**src/rtl/serdes_rx_deframer.sv**
```systemverilog
// Serial frame receiver: start / MSB-first data / optional even parity / stop,
// with error screening and a small output FIFO drained by a valid/ready handshake.
module serdes_rx_deframer #(
    parameter int DATA_W     = 8,
    parameter int PARITY_EN  = 1,
    parameter int FIFO_DEPTH = 2
) (
    input  logic              clk,
    input  logic              rst,
    input  logic              ser_en,
    input  logic              ser_in,
    output logic [DATA_W-1:0] rx_data,
    output logic              rx_valid,
    input  logic              rx_ready,
    output logic              parity_err,
    output logic              frame_err,
    output logic              overflow,
    output logic              busy
);
    localparam int AW = $clog2(FIFO_DEPTH);
    localparam int CW = $clog2(DATA_W) + 1;
    localparam logic [CW-1:0] LAST_BIT = CW'(DATA_W - 1);
    localparam logic [AW:0]   FULL_CNT = (AW + 1)'(FIFO_DEPTH);

    typedef enum logic [1:0] {
        IDLE   = 2'd0,
        DATA   = 2'd1,
        PARITY = 2'd2,
        STOP   = 2'd3
    } state_t;

    state_t            state_r, state_nx_s;
    logic [DATA_W-1:0] shreg_r;
    logic [CW-1:0]     cnt_r;
    logic              par_bad_r;
    logic [DATA_W-1:0] mem_r [FIFO_DEPTH];
    logic [AW-1:0]     wptr_r, rptr_r;
    logic [AW:0]       count_r;
    logic              parity_err_r, frame_err_r, overflow_r;
    logic              stop_smp_s, good_s, pop_s, full_s, push_s, ovf_s, perr_s, ferr_s;

    // Nonzero when data plus parity bit do not XOR to zero
    function automatic logic even_par_bad(input logic [DATA_W-1:0] d, input logic p);
        return (^d) ^ p;
    endfunction

    // FSM state register
    always_ff @(posedge clk or posedge rst) begin
        if (rst) state_r <= IDLE;
        else     state_r <= state_nx_s;
    end

    // FSM next-state: advances only on bit strobes
    always_comb begin
        state_nx_s = state_r;
        if (ser_en) begin
            case (state_r)
                IDLE: begin
                    if (!ser_in) state_nx_s = DATA;
                    else         state_nx_s = IDLE;
                end
                DATA: begin
                    if (cnt_r != LAST_BIT)   state_nx_s = DATA;
                    else if (PARITY_EN != 0) state_nx_s = PARITY;
                    else                     state_nx_s = STOP;
                end
                PARITY:  state_nx_s = STOP;
                STOP:    state_nx_s = IDLE;
                default: state_nx_s = IDLE;
            endcase
        end else begin
            state_nx_s = state_r;
        end
    end

    // Shift register, bit counter and latched parity verdict
    always_ff @(posedge clk or posedge rst) begin
        if (rst) begin
            shreg_r   <= {DATA_W{1'b0}};
            cnt_r     <= {CW{1'b0}};
            par_bad_r <= 1'b0;
        end else if (ser_en) begin
            case (state_r)
                IDLE:    cnt_r <= {CW{1'b0}};
                DATA: begin
                    shreg_r <= {shreg_r[DATA_W-2:0], ser_in};
                    cnt_r   <= cnt_r + CW'(1);
                end
                PARITY:  par_bad_r <= even_par_bad(shreg_r, ser_in);
                default: cnt_r <= cnt_r;
            endcase
        end
    end

    // A bad stop bit outranks a parity error; a full FIFO only matters for good bytes
    assign stop_smp_s = ser_en && (state_r == STOP);
    assign pop_s      = (|count_r) && rx_ready;
    assign full_s     = (count_r == FULL_CNT);
    assign ferr_s     = stop_smp_s && !ser_in;
    assign perr_s     = stop_smp_s && ser_in && par_bad_r;
    assign good_s     = stop_smp_s && ser_in && !par_bad_r;
    assign ovf_s      = good_s && full_s && !pop_s;
    assign push_s     = good_s && !(full_s && !pop_s);

    // Output FIFO storage, pointers and occupancy
    always_ff @(posedge clk or posedge rst) begin
        if (rst) begin
            for (int i = 0; i < FIFO_DEPTH; i++) mem_r[i] <= {DATA_W{1'b0}};
            wptr_r  <= {AW{1'b0}};
            rptr_r  <= {AW{1'b0}};
            count_r <= {(AW + 1){1'b0}};
        end else begin
            if (push_s) begin
                mem_r[wptr_r] <= shreg_r;
                wptr_r        <= wptr_r + AW'(1);
            end
            if (pop_s) rptr_r <= rptr_r + AW'(1);
            case ({push_s, pop_s})
                2'b10:   count_r <= count_r + (AW + 1)'(1);
                2'b01:   count_r <= count_r - (AW + 1)'(1);
                default: count_r <= count_r;
            endcase
        end
    end

    // One-cycle error pulses
    always_ff @(posedge clk or posedge rst) begin
        if (rst) begin
            parity_err_r <= 1'b0;
            frame_err_r  <= 1'b0;
            overflow_r   <= 1'b0;
        end else begin
            parity_err_r <= perr_s;
            frame_err_r  <= ferr_s;
            overflow_r   <= ovf_s;
        end
    end

    assign rx_data    = mem_r[rptr_r];
    assign rx_valid   = |count_r;
    assign parity_err = parity_err_r;
    assign frame_err  = frame_err_r;
    assign overflow   = overflow_r;
    assign busy       = (state_r != IDLE);

endmodule

```
**config.mk**
```make
export PLATFORM = sky130hd
export DESIGN_NAME = serdes_rx_deframer
export DESIGN_NICKNAME = d
export VERILOG_FILES = /design/src/rtl/serdes_rx_deframer.sv
export SDC_FILE = /design/constraint.sdc
export NUM_CORES = 1
export LEC_CHECK = 0
export BUFFER_PORTS_ARGS = -buffer_cell sky130_fd_sc_hd__buf_2
export CAP_MARGIN = 5
export CORE_AREA = 2 2 58 60
export CTS_CLUSTER_DIAMETER = 150
export CTS_CLUSTER_SIZE = 12
export DETAILED_ROUTE_END_ITERATION = 8
export DIE_AREA = 0 0 60 62
export GPL_TIMING_DRIVEN = 0
export PLACE_DENSITY = 0.78
export SLEW_MARGIN = 5
export SYNTH_ARGS = -nofsm -noshare
export SYNTH_HDL_FRONTEND = slang
export SYNTH_SLANG_ARGS = --single-unit
```
**constraint.sdc**
```tcl
create_clock -name clk -period 3.6 [get_ports clk]
set_clock_uncertainty 0.1 [all_clocks]
set_input_delay 0.18 -clock clk [delete_from_list [all_inputs] [get_ports clk]]
set_output_delay 0.18 -clock clk [all_outputs]
set_load 0.03 [all_outputs]
```
# Word-level counts from Yosys, hierarchy flattened
# Cells that the tools add are included.
[word_totals] ff_bits=38
[op_classes] n_addsub=5 magnitude_cmp=3 n_eq_ne=7 muxes=11 bitwise_logic=3 n_reduce_logical=24
[ops] cell="8-bit 2-to-1 mux" count=4
[ops] cell="16-bit bitwise mux" count=1
[ops] cell="1-bit logical AND" count=11
[ops] cell="8-bit demux with 1-bit select" count=1
[ops] cell="2-bit equality test, second input constant" count=4
[ops] cell="2-bit case mux with 4 select lines" count=1
[ops] cell="4-bit case mux with 2 select lines" count=1
[ops] cell="8-bit parity" count=1
[ops] cell="2-bit AND reduction" count=3
[ops] cell="2-bit nonzero test" count=3
[ops] cell="4-bit by 1-bit adder with 4-bit output, second input constant" count=1
[ops] cell="2-bit by 1-bit equality test with 1-bit output, second input constant" count=2
[ops] cell="2-bit greater-or-equal comparator, second input constant" count=2
[ops] cell="1-bit logical NOT" count=4
[ops] cell="4-bit by 3-bit inequality test with 1-bit output, second input constant" count=1
[ops] cell="1-bit NOT with 2-bit output" count=2
[ops] cell="2-bit case mux with 2 select lines" count=1
[ops] cell="1-bit adder, second input constant" count=2
[ops] cell="2-bit by 1-bit adder with 2-bit output, second input constant" count=1
[ops] cell="2-bit logical NOT" count=1
[ops] cell="2-bit by 1-bit < comparator with 1-bit output, second input constant" count=1
[ops] cell="2-bit 2-to-1 mux" count=1
[ops] cell="2-bit OR reduction" count=1
[ops] cell="2-bit by 1-bit subtractor with 2-bit output, second input constant" count=1
[ops] cell="other kinds (2)" count=2

# Logic depth before layout (Yosys ltp)
[depth] word_depth=8 depth_mapped=6

# Least setup slack after synthesis
# No wires, ideal clock.
[synth_path] path_kind="register to register" from="register state_r[0]" to="register mem_r[0] in the netlist's numbering" setup_time_ns=0.125 arrival_ns=1.476 required_ns=3.375 slack_ns=1.900 stages_incl_launch_ff=6 period_less_slack_ns=1.700 path_cell_list="dfrtp_1 -> clkbuf_2 -> nand4_4 -> nand2b_4 -> nor3b_4 -> mux2_2"
[synth_between] elab_chain_cells=5
[synth_lines] item="start, declared" line="32" rtl="state_t state_r, state_nx_s;"
[synth_lines] item="start signal, assigned" line="50" rtl="else state_r <= state_nx_s;"
[synth_lines] item="2-bit equality test" line="96" rtl="assign stop_smp_s = ser_en && (state_r == STOP);"
[synth_lines] item="1-bit logical AND" line="96"
[synth_lines] item="1-bit logical AND (2 in series)" line="101" rtl="assign good_s = stop_smp_s && ser_in && !par_bad_r;"
[synth_lines] item="1-bit logical AND" line="103" rtl="assign push_s = good_s && !(full_s && !pop_s);"
[synth_lines] item="end signal, assigned by index" line="114" rtl="mem_r[wptr_r] <= shreg_r;"
[synth_lines] item="end, declared" line="36" rtl="logic [DATA_W-1:0] mem_r [FIFO_DEPTH];"
# Every way passes these cells.
# A chain may end at the register's enable or synchronous reset.

# Worst setup path after layout
[layout_path] from="register rptr_r" to="output port rx_data[2]"
[layout_between] elab_chain_cells=4
[layout_lines] item="start, declared" line="37" rtl="logic [AW-1:0] wptr_r, rptr_r;"
[layout_lines] item="start signal, assigned" line="110" rtl="rptr_r <= {AW{1'b0}};"
[layout_lines] item="start signal, assigned" line="117" rtl="if (pop_s) rptr_r <= rptr_r + AW'(1);"
[layout_lines] item="1-bit NOT with 2-bit output (not written as such)" line="139" rtl="assign rx_data = mem_r[rptr_r];"
[layout_lines] item="8-bit 2-to-1 mux (not written as such) (3 in series)" line="139"
[layout_lines] item="end, declared" line="12" rtl="output logic [DATA_W-1:0] rx_data,"
# Every way passes these cells. The select of a mux whose other input is x is not followed.

==> results.py <==
metrics = {
    "synth": {
        "synth.area.mux_share_pct": 21.04,
        "syn-cell-area_mm2": 0.001760,
        "ys.flop_type": "dfrtp_1",
        "yosysSeqAreaShare_pct": 54.02,
        "synth_top_cell_by_area": "dfrtp_1",
        "ys_top_cells_by_count": "dfrtp_1 (38), mux2_2 (32), nand2_1 (14), o21ai_0 (10), xnor2_1 (5)",
        "synth_compound_area_share_pct": 3.980,
        "synth_fp_nets": 142,
        "synth-simple-area-share_pct": 13.65,
        "synthTopCellsByArea": "dfrtp_1 (54%), mux2_2 (20%), nand2_1 (3.0%), o21ai_0 (2.8%), xnor2_1 (2.5%)",
        "synthAdderAreaFrac_pct": 0.7107,
        "syn_inst": 136,
        "async_flop_share_pct": 100.0,
        "avgSynthCellArea_um2": 12.94,
        "yosysUniqueCellTypes": 29,
        "ys_ff_latch": 38,
        "synth_edf_count": 0,
        "synth_top_area_share_pct": 54.02,
        "yosysMostFrequentCell": "dfrtp_1",
        "synth_top_family_by_area": "multiplexers",
        "synth_xor_area_share_pct": 5.259,
        "ys_warn_count": 0,
    },
    "layout": {
        "diodes": 0,
        "area_growth_syn_to_layout_pct": 13.65,
        "fin_nets": 168,
        "drive_above_1_share_pct": 41.72,
    },
    "setup_path": {
        "cp_max_fo": 9,
        "cp.required_ns": 3.32,
        "slowest_delay_ns": 0.41,
        "end_kind": "output port",
        "reg2reg_depth": 5,
        "crit_arrival_ns": 1.69,
        "crit_buf_inv": 2,
        "crit_type": "reg2out",
        "rr_endpoint": "mem_r[4]",
        "crit_slowest_cell": "clkbuf_1",
        "r2r_start": "state_r[0]",
        "critPathTopFamily": "buffers and inverters",
        "worst_setup_path_start_kind": "register",
        "r2r_slack_ns": 1.66,
        "cp_cell_sequence": "clkbuf_1, mux2_2, buf_2",
    },
    "global_route": {
        "grt_pass1_vias": 1122,
        "grt_usage_pct": 18.76,
        "grtUsageMet1_pct": 21.27,
        "met3_usage_pct": 6.211,
        "grt_pass1_wl_mm": 4.954,
        "top_usage_layer": "met2",
        "grt_max_degree": 39,
        "antenna_found_initial": 0,
        "gr-total-overflow": 0,
        "use_met2_pct": 32.45,
    },
    "run_status": {
        "status": "finished, final reports clean",
    },
    "clocking": {
        "post-cts-setup-buffer-count": 0,
        "cts-root-buf": "clkbuf_4",
        "cts.sink_count": 38,
        "numCtsBuffers": 5,
        "clk_latency_ns": 0.36,
        "clockBufferDepth": 2,
        "cts_tree": "done",
        "clk_pin_slew_worst_paths_ns": 0.12,
        "htreeDepth": 2,
    },
    "detailed_routing": {
        "drc_errors": 0,
        "vias": 1111,
        "vias_per_cell": 5.316,
        "firstDrtPassIters": 4,
        "drtAntennaViolNets": 0,
        "drt-total-wl_mm": 2.877,
        "wl_per_cell_um": 13.77,
        "first_iter_violations": 43,
    },
    "timing": {
        "setup_viol": 0,
        "drv_slew": 0,
        "grt_setup_unrepaired": "no",
        "setup_slack_ns": 1.635,
        "post-route-min-period_ns": 1.965,
        "timing.fmax_mhz": 508.8,
        "fin_tns_setup_ns": 0,
        "hold_violations": 0,
        "period_share_pct": 54.59,
        "worst_pin_slew_ns": 0.7795,
        "slew_headroom_pct": 47.96,
    },
    "placement": {
        "pre_cts_ws_ns": 1.698,
        "placement.io_buffers": 17,
        "hpwlAfterDp_mm": 2.057,
        "gp_congestion": 0.7604,
    },
    "floorplan": {
        "core.rowCount": 21,
        "dieWidth_um": 60,
        "die_area_mm2": 0.003720,
        "fp.dieH_um": 62,
        "start_util_pct": 55.37,
        "core_area_mm2": 0.003179,
        "io-pin-count": 18,
    },
    "power": {
        "p_sw_share_pct": 34.75,
        "p_int_mw": 0.9727,
        "p_clk_share_pct": 19.3,
        "seqPwrFrac_pct": 44.5,
        "powerDensity_mw_per_mm2": 745.1,
        "ir_drop_mv": 0.4384,
        "p_switching_mw": 0.5180,
        "p_leak_nw": 0.9912,
        "power_frac_comb_pct": 36.1,
    },
    "min_path": {
        "holdPathStages": 3,
        "worstHoldEndpoint": "rptr_r",
        "min-delay-start": "rx_ready",
        "hold_path.class": "in2reg",
    },
    "flow_run": {
        "cap_violations": 0,
    },
}
state kept, by name, summed over array words and instances, names as in the netlist, named ones only:
signal	count
mem_r	16
shreg_r	8
cnt_r	4
count_r	2
frame_err	1
overflow	1
par_bad_r	1
parity_err	1
rptr_r	1
state_r	1
wptr_r	1
power by group through the flow:
stage,Combinational (mW),Clock (mW),Sequential (mW)
after detailed placement,0.544,0,0.676
after floorplan,0.451,0,0.641
after global routing,0.594,0.315,0.686
final,0.539,0.288,0.664
after CTS,0.549,0.293,0.666
after global placement,0.525,0,0.662
per-layer routing:
metal / share of wire (%) / vias to the layer above / wire length [µm]
met2: 52 / 22 / 1506
met3: 3.9 / 6 / 111
met4: 1.8 / 0 / 51
met1: 42 / 559 / 1208
met5: 0 / - / 0
li1: - / 524 / -
worst max-delay path by stage:
| stage | to | cells past startpoint | start |
|---|---|---|---|
| floorplan | mem_r[0] | 5 | state_r[0] |
| CTS | rx_data[2] | 3 | rptr_r |
| finish | rx_data[2] | 3 | rptr_r |
| global route | rx_data[3] | 3 | rptr_r |
| global placement | mem_r[3] | 5 | state_r[0] |
| detailed placement | mem_r[4] | 5 | state_r[0] |
worst reg2reg max path: stages (launching register included):
cell,delay (ns)
dfrtp_1,0.35
clkbuf_2,0.21
nand4_4,0.14
nand2b_4,0.20
nor3b_4,0.43
mux2_2,0.40
metrics by stage:
step / total power, mW / hold WS (ns) / cells / instance area, µm² / util, %
2_1_floorplan: 1.092 / 0.1503 / 136 / 1760 / -
3_3_place_gp: 1.187 / 0.3480 / 199 / 1903 / 59.86
3_5_place_dp: 1.220 / 0.2694 / 199 / 1903 / 59.86
4_1_cts: 1.508 / 0.01268 / 209 / 2001 / 62.93
5_1_grt: 1.595 / 0.008908 / 209 / 2001 / 62.93
6_report: 1.491 / 0.01071 / 209 / 2001 / 62.93
placed cells by master (no fill, tap or decap), drive strengths merged:
cell type	count
inv	3
clkinv	2
xor2	3
nor2b	1
nand4	1
mux2i	1
bufinv	1
nor3b	5
nand3	2
o21ai	10
buf	17
nor2	3
clkbuf	8
or2	3
a21oi	1
mux2	32
nor3	1
a21o	1
nand2	14
dlygate4sd3	2
or3	1
xnor3	1
nand3b	1
and3b	1
o31ai	1
dfrtp	38
xnor2	5
nand2b	3
ha	1
timing repair:
item,4_1_cts,5_1_grt
hold buffers,2,0
endpoints found under the hold margin,39,0
gates resized for setup,0,0
cells by family (layout without fill, tap and decap cells):
family | Yosys count | after routing
compound gates | 13 | 13
xor+xnor | 9 | 9
fa+ha+maj | 1 | 1
buf+inv | 6 | 33
flops | 38 | 38
mux | 33 | 33
simple gates | 36 | 36
cell type report:
| type | instances | area [µm²] |
|---|---|---|
| Buffer | 3 | 12.51 |
| Clock buffer | 5 | 37.54 |
| Clock inverter | 3 | 40.04 |
| Fill cell | 245 | 1179 |
| Inverter | 3 | 11.26 |
| Multi-Input combinational cell | 92 | 785.8 |
| Sequential cell | 38 | 950.9 |
| Tap cell | 46 | 57.56 |
| Timing Repair Buffer | 19 | 105.1 |
Note: power is estimated with default switching activity, not from simulation.
